`src/rtl/ud_pulse_pkg.sv`:
```
// Shared definitions for the UP/DOWN pulse channel: FSM state encoding,
// polarity constants and the default timing used by transmitter and combiner.
package ud_pulse_pkg;

   // Transmitter FSM state encoding
   localparam logic [1:0] ST_IDLE_ENC  = 2'd0;
   localparam logic [1:0] ST_PULSE_ENC = 2'd1;
   localparam logic [1:0] ST_GAP_ENC   = 2'd2;
   localparam logic [1:0] ST_FIN_ENC   = 2'd3;

   typedef enum logic [1:0] {
      ST_IDLE  = ST_IDLE_ENC,
      ST_PULSE = ST_PULSE_ENC,
      ST_GAP   = ST_GAP_ENC,
      ST_FIN   = ST_FIN_ENC
   } ud_state_t;

   // Polarity of a pulse; also the index of its line in a {DOWN, UP} pair
   localparam logic POL_UP   = 1'b0;
   localparam logic POL_DOWN = 1'b1;

   // Default channel timing, shared with the combiner bench
   localparam int unsigned UD_PULSE_CYCLES_DEF = 10;
   localparam int unsigned UD_GAP_CYCLES_DEF   = 1;
   localparam int unsigned UD_CNT_W_DEF        = 8;

   // Width of one counter that must hold either interval length
   function automatic int unsigned interval_w(input int unsigned pulse_cycles,
                                              input int unsigned gap_cycles);
      int unsigned pw;
      int unsigned gw;
      pw = $clog2(pulse_cycles + 1);
      gw = $clog2(gap_cycles + 1);
      return (pw > gw) ? pw : gw;
   endfunction

endpackage

```
`src/rtl/ud_interval_cnt.sv`:
```
// Loadable down-counter that times one FSM interval. Loading N-1 makes the
// terminal-count flag rise after the interval has lasted N cycles.
module ud_interval_cnt
   import ud_pulse_pkg::*;
#(
   parameter int unsigned W = 4
) (
   input  logic         clk,
   input  logic         rst_n,
   input  logic         load,
   input  logic [W-1:0] load_val,
   input  logic         dec,
   output logic [W-1:0] count,
   output logic         tc
);

   logic [W-1:0] count_reg;

   // Reload has priority; decrementing stops at zero so tc stays stable
   always_ff @(posedge clk or negedge rst_n) begin
      if (!rst_n) begin
         count_reg <= '0;
      end else if (load) begin
         count_reg <= load_val;
      end else if (dec && (count_reg != '0)) begin
         count_reg <= count_reg - W'(1);
      end
   end

   assign count = count_reg;
   assign tc    = (count_reg == '0);

endmodule

```
`src/rtl/ud_pulse_tx.sv`:
```
// Transmit side of one UP/DOWN pulse channel. A command emits an alternating
// train of fixed-width pulses, each followed by an all-low guard gap, and
// finishes with a one-cycle DONE strobe. All outputs are registered.
module ud_pulse_tx
   import ud_pulse_pkg::*;
#(
   parameter int unsigned PULSE_CYCLES = UD_PULSE_CYCLES_DEF,
   parameter int unsigned GAP_CYCLES   = UD_GAP_CYCLES_DEF,
   parameter int unsigned CNT_W        = UD_CNT_W_DEF
) (
   input  logic             clk,
   input  logic             rst_n,
   input  logic             cmd_valid,
   output logic             cmd_ready,
   input  logic [CNT_W-1:0] cmd_count,
   input  logic             cmd_first_down,
   input  logic             abort,
   output logic             ch_up,
   output logic             ch_down,
   output logic             busy,
   output logic             done
);

   localparam int unsigned IW = interval_w(PULSE_CYCLES, GAP_CYCLES);

   // Interval counter reload values (an interval of N cycles loads N-1)
   localparam logic [IW-1:0] PULSE_LOAD = IW'(PULSE_CYCLES - 1);
   localparam logic [IW-1:0] GAP_LOAD   = IW'(GAP_CYCLES - 1);
   // A zero-count command spends two cycles in FIN: a settle cycle, then DONE
   localparam logic [IW-1:0] ZERO_LOAD  = IW'(1);
   localparam logic [IW-1:0] ONE_LEFT   = IW'(1);

   ud_state_t        state_reg, state_next;
   logic [CNT_W-1:0] rem_reg, rem_next;
   logic             pol_reg, pol_next;
   logic             abort_reg, abort_next;
   logic [1:0]       line_reg, line_next;     // index POL_UP / POL_DOWN
   logic             busy_reg, busy_next;
   logic             done_reg, done_next;
   logic             cmd_ready_reg, cmd_ready_next;

   logic             cnt_load;
   logic [IW-1:0]    cnt_load_val;
   logic             cnt_dec;
   logic [IW-1:0]    cnt_count;
   logic             cnt_tc;

   ud_interval_cnt #(
      .W (IW)
   ) u_interval_cnt (
      .clk      (clk),
      .rst_n    (rst_n),
      .load     (cnt_load),
      .load_val (cnt_load_val),
      .dec      (cnt_dec),
      .count    (cnt_count),
      .tc       (cnt_tc)
   );

   // Next-state and next-output decode; outputs are the registered values
   // for the coming cycle so every line changes exactly on a clock edge
   always_comb begin
      state_next     = state_reg;
      rem_next       = rem_reg;
      pol_next       = pol_reg;
      abort_next     = abort_reg;
      line_next      = line_reg;
      busy_next      = busy_reg;
      done_next      = 1'b0;
      cmd_ready_next = cmd_ready_reg;
      cnt_load       = 1'b0;
      cnt_load_val   = '0;
      cnt_dec        = 1'b0;

      unique case (state_reg)
         ST_IDLE: begin
            if (cmd_valid && cmd_ready_reg) begin
               busy_next      = 1'b1;
               cmd_ready_next = 1'b0;
               abort_next     = 1'b0;
               cnt_load       = 1'b1;
               if (cmd_count != '0) begin
                  state_next           = ST_PULSE;
                  rem_next             = cmd_count;
                  pol_next             = cmd_first_down;
                  line_next            = '0;
                  line_next[pol_next]  = 1'b1;
                  cnt_load_val         = PULSE_LOAD;
               end else begin
                  state_next   = ST_FIN;
                  cnt_load_val = ZERO_LOAD;
               end
            end
         end

         ST_PULSE: begin
            // An abort truncates the pulse; the guard gap still runs in full
            if (abort || cnt_tc) begin
               state_next   = ST_GAP;
               line_next    = '0;
               rem_next     = rem_reg - CNT_W'(1);
               abort_next   = abort_reg | abort;
               cnt_load     = 1'b1;
               cnt_load_val = GAP_LOAD;
            end else begin
               cnt_dec = 1'b1;
            end
         end

         ST_GAP: begin
            if (cnt_tc) begin
               if (abort_reg || abort || (rem_reg == '0)) begin
                  state_next   = ST_FIN;
                  done_next    = 1'b1;
                  cnt_load     = 1'b1;
                  cnt_load_val = '0;
               end else begin
                  state_next          = ST_PULSE;
                  pol_next            = ~pol_reg;
                  line_next           = '0;
                  line_next[pol_next] = 1'b1;
                  cnt_load            = 1'b1;
                  cnt_load_val        = PULSE_LOAD;
               end
            end else begin
               cnt_dec = 1'b1;
               if (abort) begin
                  abort_next = 1'b1;
               end
            end
         end

         ST_FIN: begin
            if (cnt_tc) begin
               state_next     = ST_IDLE;
               busy_next      = 1'b0;
               cmd_ready_next = 1'b1;
               abort_next     = 1'b0;
            end else begin
               cnt_dec   = 1'b1;
               done_next = (cnt_count == ONE_LEFT);
            end
         end

         default: begin
            state_next = ST_IDLE;
         end
      endcase
   end

   // State and registered outputs; reset drops both lines immediately
   always_ff @(posedge clk or negedge rst_n) begin
      if (!rst_n) begin
         state_reg     <= ST_IDLE;
         rem_reg       <= '0;
         pol_reg       <= POL_UP;
         abort_reg     <= 1'b0;
         line_reg      <= '0;
         busy_reg      <= 1'b0;
         done_reg      <= 1'b0;
         cmd_ready_reg <= 1'b1;
      end else begin
         state_reg     <= state_next;
         rem_reg       <= rem_next;
         pol_reg       <= pol_next;
         abort_reg     <= abort_next;
         line_reg      <= line_next;
         busy_reg      <= busy_next;
         done_reg      <= done_next;
         cmd_ready_reg <= cmd_ready_next;
      end
   end

   assign ch_up     = line_reg[POL_UP];
   assign ch_down   = line_reg[POL_DOWN];
   assign busy      = busy_reg;
   assign done      = done_reg;
   assign cmd_ready = cmd_ready_reg;

endmodule

```
`config.mk`:
```
export PLATFORM = sky130hd
export DESIGN_NAME = ud_pulse_tx
export DESIGN_NICKNAME = d
export VERILOG_FILES = /design/src/rtl/ud_pulse_pkg.sv /design/src/rtl/ud_interval_cnt.sv /design/src/rtl/ud_pulse_tx.sv
export SDC_FILE = /design/constraint.sdc
export NUM_CORES = 1
export LEC_CHECK = 0
export ABC_AREA = 1
export BUFFER_PORTS_ARGS = -buffer_cell sky130_fd_sc_hd__buf_2
export CAP_MARGIN = 0
export CORE_UTILIZATION = 55
export DETAILED_ROUTE_END_ITERATION = 6
export PLACE_DENSITY = 0.76
export SLEW_MARGIN = 30
export SYNTH_ARGS = -nofsm -noshare
export SYNTH_HDL_FRONTEND = slang
export SYNTH_SLANG_ARGS = --single-unit
```
`constraint.sdc`:
```
create_clock -name clk -period 3.8 [get_ports clk]
set_clock_uncertainty 0.2 [all_clocks]
set_input_delay 0.19 -clock clk [delete_from_list [all_inputs] [get_ports clk]]
set_output_delay 0.19 -clock clk [all_outputs]
set_load 0.005 [all_outputs]
```
==> out/results.txt <==
clk root buf - clkbuf_4
YS warnings - 0
routability cong. - 0.856
status - complete, no violations
H-tree Lvls - 1
ranking of synthesized cells by area - dfrtp_1, nand2_1, ha_1
area grow syn2layout - 10.2%
CTS tree - built
Tightest Pin Transition - 0.486 ns
hold crit path type - in -> reg
unrepaired setup endpoints after global routing - false
die area - 2990 sq um
# IOs - 18
Seq cells post-synth - 21
average vias per placed instance - 5.40
CP max FO - 12
Hold Path Stages - 5
critical path arrival - 2.16 ns
Post-Syn Nets - 238
register area share after synthesis - 0.345
worst setup path class - reg -> reg
Clk pwr share - 0.080
Largest register FFs - 8
Crit. Startpoint - state_reg[1]$_DFFE_PN0P_
DP Cell Count - 258
number of max-cap violations - 0
grt ovf - 0
R2R Path Start - state_reg[1]$_DFFE_PN0P_
cell row count - 18
Min Clock Period, post-route - 2.16 ns
R2R depth - 9
peak supply drop - 0.540 mV
DRT antenna net count - 0
asr flop ratio synth - 1.00
Worst-Skew Late Latency - 0.32 ns
R2R Setup Slk - 1.64 ns
Net Sw Power - 0.759 mW
post-route setup TNS - 0 ns
Final Max Tran Viols - 0
Syn Area/Cell - 7.09 sq um
EDFF count, synth - 0
CP Launch Type - flip-flop
vias post-DR - 1436
vias in the first global route - 1348
switching share of power - 0.517
count leader, synth - nand2_1
1st-iter DRT viols - 50
share of layout cells above drive strength 1 - 0.136
hpwl dp - 2.60 mm
Synth top area share - 0.328
Die Y - 54.7 um
Leak - 0.899 nW
Post-Synthesis Cells - 215
first-pass GRT wire length - 5.53 mm
synth cell count leaders - nand2_1, inv_1, nor2_1
TritonCTS buffer count - 3
PortBufs - 17
Longest Clk Path Bufs - 2
Highest Clock Rate - 0.464 GHz
clk sink count - 21
Combinational Power Share - 0.627
number of inserted diodes - 0
WP data required - 3.80 ns
Yosys top cell by area - dfrtp_1
core area - 2540 sq um
Seq pwr share - 0.293
Int Power - 0.708 mW
Netlist cell types - 28
Worst-path clk slew - 0.13 ns
Period Utilization, post-route - 0.567
Starting Density - 0.599
ys flop type - dfrtp_1
TritonRoute pass-1 iters - 4
Power Dens Cells - 873 nW/um^2
total track usage - 0.258
DR DRC count - 0
setup violators final - 0
Mapped Area - 1530 sq um
Final Non-Filler Cells - 266
nets@finish - 260
Die Wd - 54.7 um
Worst slew margin - 0.676
Final Hold Vio Count - 0
Routed wire per std cell - 12.7 um
initial antenna violation count - 0
WL final - 3.38 mm
hold path startpoint - cmd_count[1]
largest net degree at the start of global routing - 22
Crit. End Element - flip-flop
## what timing repair did
action	4_1_cts	5_1_grt
buffers inserted	0	0
hold endpoints to repair	24	0
gates resized for setup	0	0
hold buffers	4	0
## stage by stage
| stage | setup slack, ns | hold slack [ns] | utilization | total power, mW | area [sq um] |
|---|---|---|---|---|---|
| 2_1_floorplan | 2.13 | -0.306 | - | 1.16 | 1530 |
| 3_3_place_gp | 1.81 | -0.0296 | 0.634 | 1.30 | 1610 |
| 3_5_place_dp | 1.71 | -0.0215 | 0.634 | 1.34 | 1610 |
| 4_1_cts | 1.69 | 0.0114 | 0.660 | 1.46 | 1680 |
| 5_1_grt | 1.55 | 0.0712 | 0.660 | 1.63 | 1680 |
| 6_report | 1.64 | 0.00971 | 0.660 | 1.47 | 1680 |
## per-layer routing
layer | up-vias | part of all wire | track usage
met5 | - | 0 | 0
met4 | 0 | 0.013 | 0.0855
met3 | 7 | 0.036 | 0.0278
met2 | 37 | 0.49 | 0.466
li1 | 730 | - | -
met1 | 662 | 0.46 | 0.312
## path summary, 6_finish.rpt
check | endpoint
setup / recovery | rem_reg[2]$_DFFE_PN0P_
hold / removal | rem_reg[1]$_DFFE_PN0P_
setup reg to reg | rem_reg[2]$_DFFE_PN0P_
hold reg to reg | line_reg[1]$_DFFE_PN0P_
max in group asynchronous | cmd_ready$_DFFE_PN1P_
min in group asynchronous | rem_reg[1]$_DFFE_PN0P_
## layout make-up
class | count | area, sq um
Fill cell | 225 | 865
Multi-Input combinational cell | 160 | 851
Sequential cell | 21 | 527
Timing Repair Buffer | 21 | 125
Inverter | 30 | 113
Tap cell | 30 | 37.5
Clock buffer | 3 | 22.5
Clock inverter | 1 | 5.00
## layout by cell type, fill, tap and decap left out, drive strengths merged
cell type | synthesis | layout
inv | 30 | 30
clkinv | 0 | 1
ha | 10 | 10
a31o | 1 | 1
or2 | 1 | 1
dlygate4sd3 | 0 | 4
a21oi | 10 | 10
nand2 | 59 | 59
dfstp | 1 | 1
dfrtp | 20 | 20
nand3b | 1 | 1
nand3 | 13 | 13
buf | 3 | 17
nor3 | 2 | 2
nand4 | 5 | 5
o21bai | 2 | 2
xor2 | 2 | 2
o2111ai | 1 | 1
o21ai | 25 | 25
nor2 | 25 | 25
xnor2 | 2 | 2
clkbuf | 1 | 3
o211ai | 1 | 1
## critical path, cell delays in order (launching register included)
cell	delay, ns
dfrtp_1	0.45
inv_1	0.09
ha_1	0.34
nor2_1	0.07
inv_1	0.09
nand3_2	0.08
nor2_2	0.33
inv_1	0.19
nand2_1	0.11
o21ai_0	0.09
## logic make-up (layout without fill, tap and decap cells)
logic type / count (synthesis) / in the layout / synth area share
adders and majority gates: 10 / 10 / 0.0820
AOI/OAI and AO/OA: 40 / 40 / 0.146
xor gates and xnor gates: 4 / 4 / 0.0230
and+or+nand+nor: 106 / 106 / 0.307
DFF: 21 / 21 / 0.345
buffers and inverters: 34 / 55 / 0.0968
## power by group through the flow
stage | clock, mW | sequential (mW) | combinational (mW)
2_1_floorplan | 0 | 0.414 | 0.751
3_3_place_gp | 0 | 0.427 | 0.868
3_5_place_dp | 0 | 0.433 | 0.907
4_1_cts | 0.117 | 0.428 | 0.915
5_1_grt | 0.123 | 0.444 | 1.06
6_report | 0.117 | 0.430 | 0.920
Power figures use the tool's default switching activity.
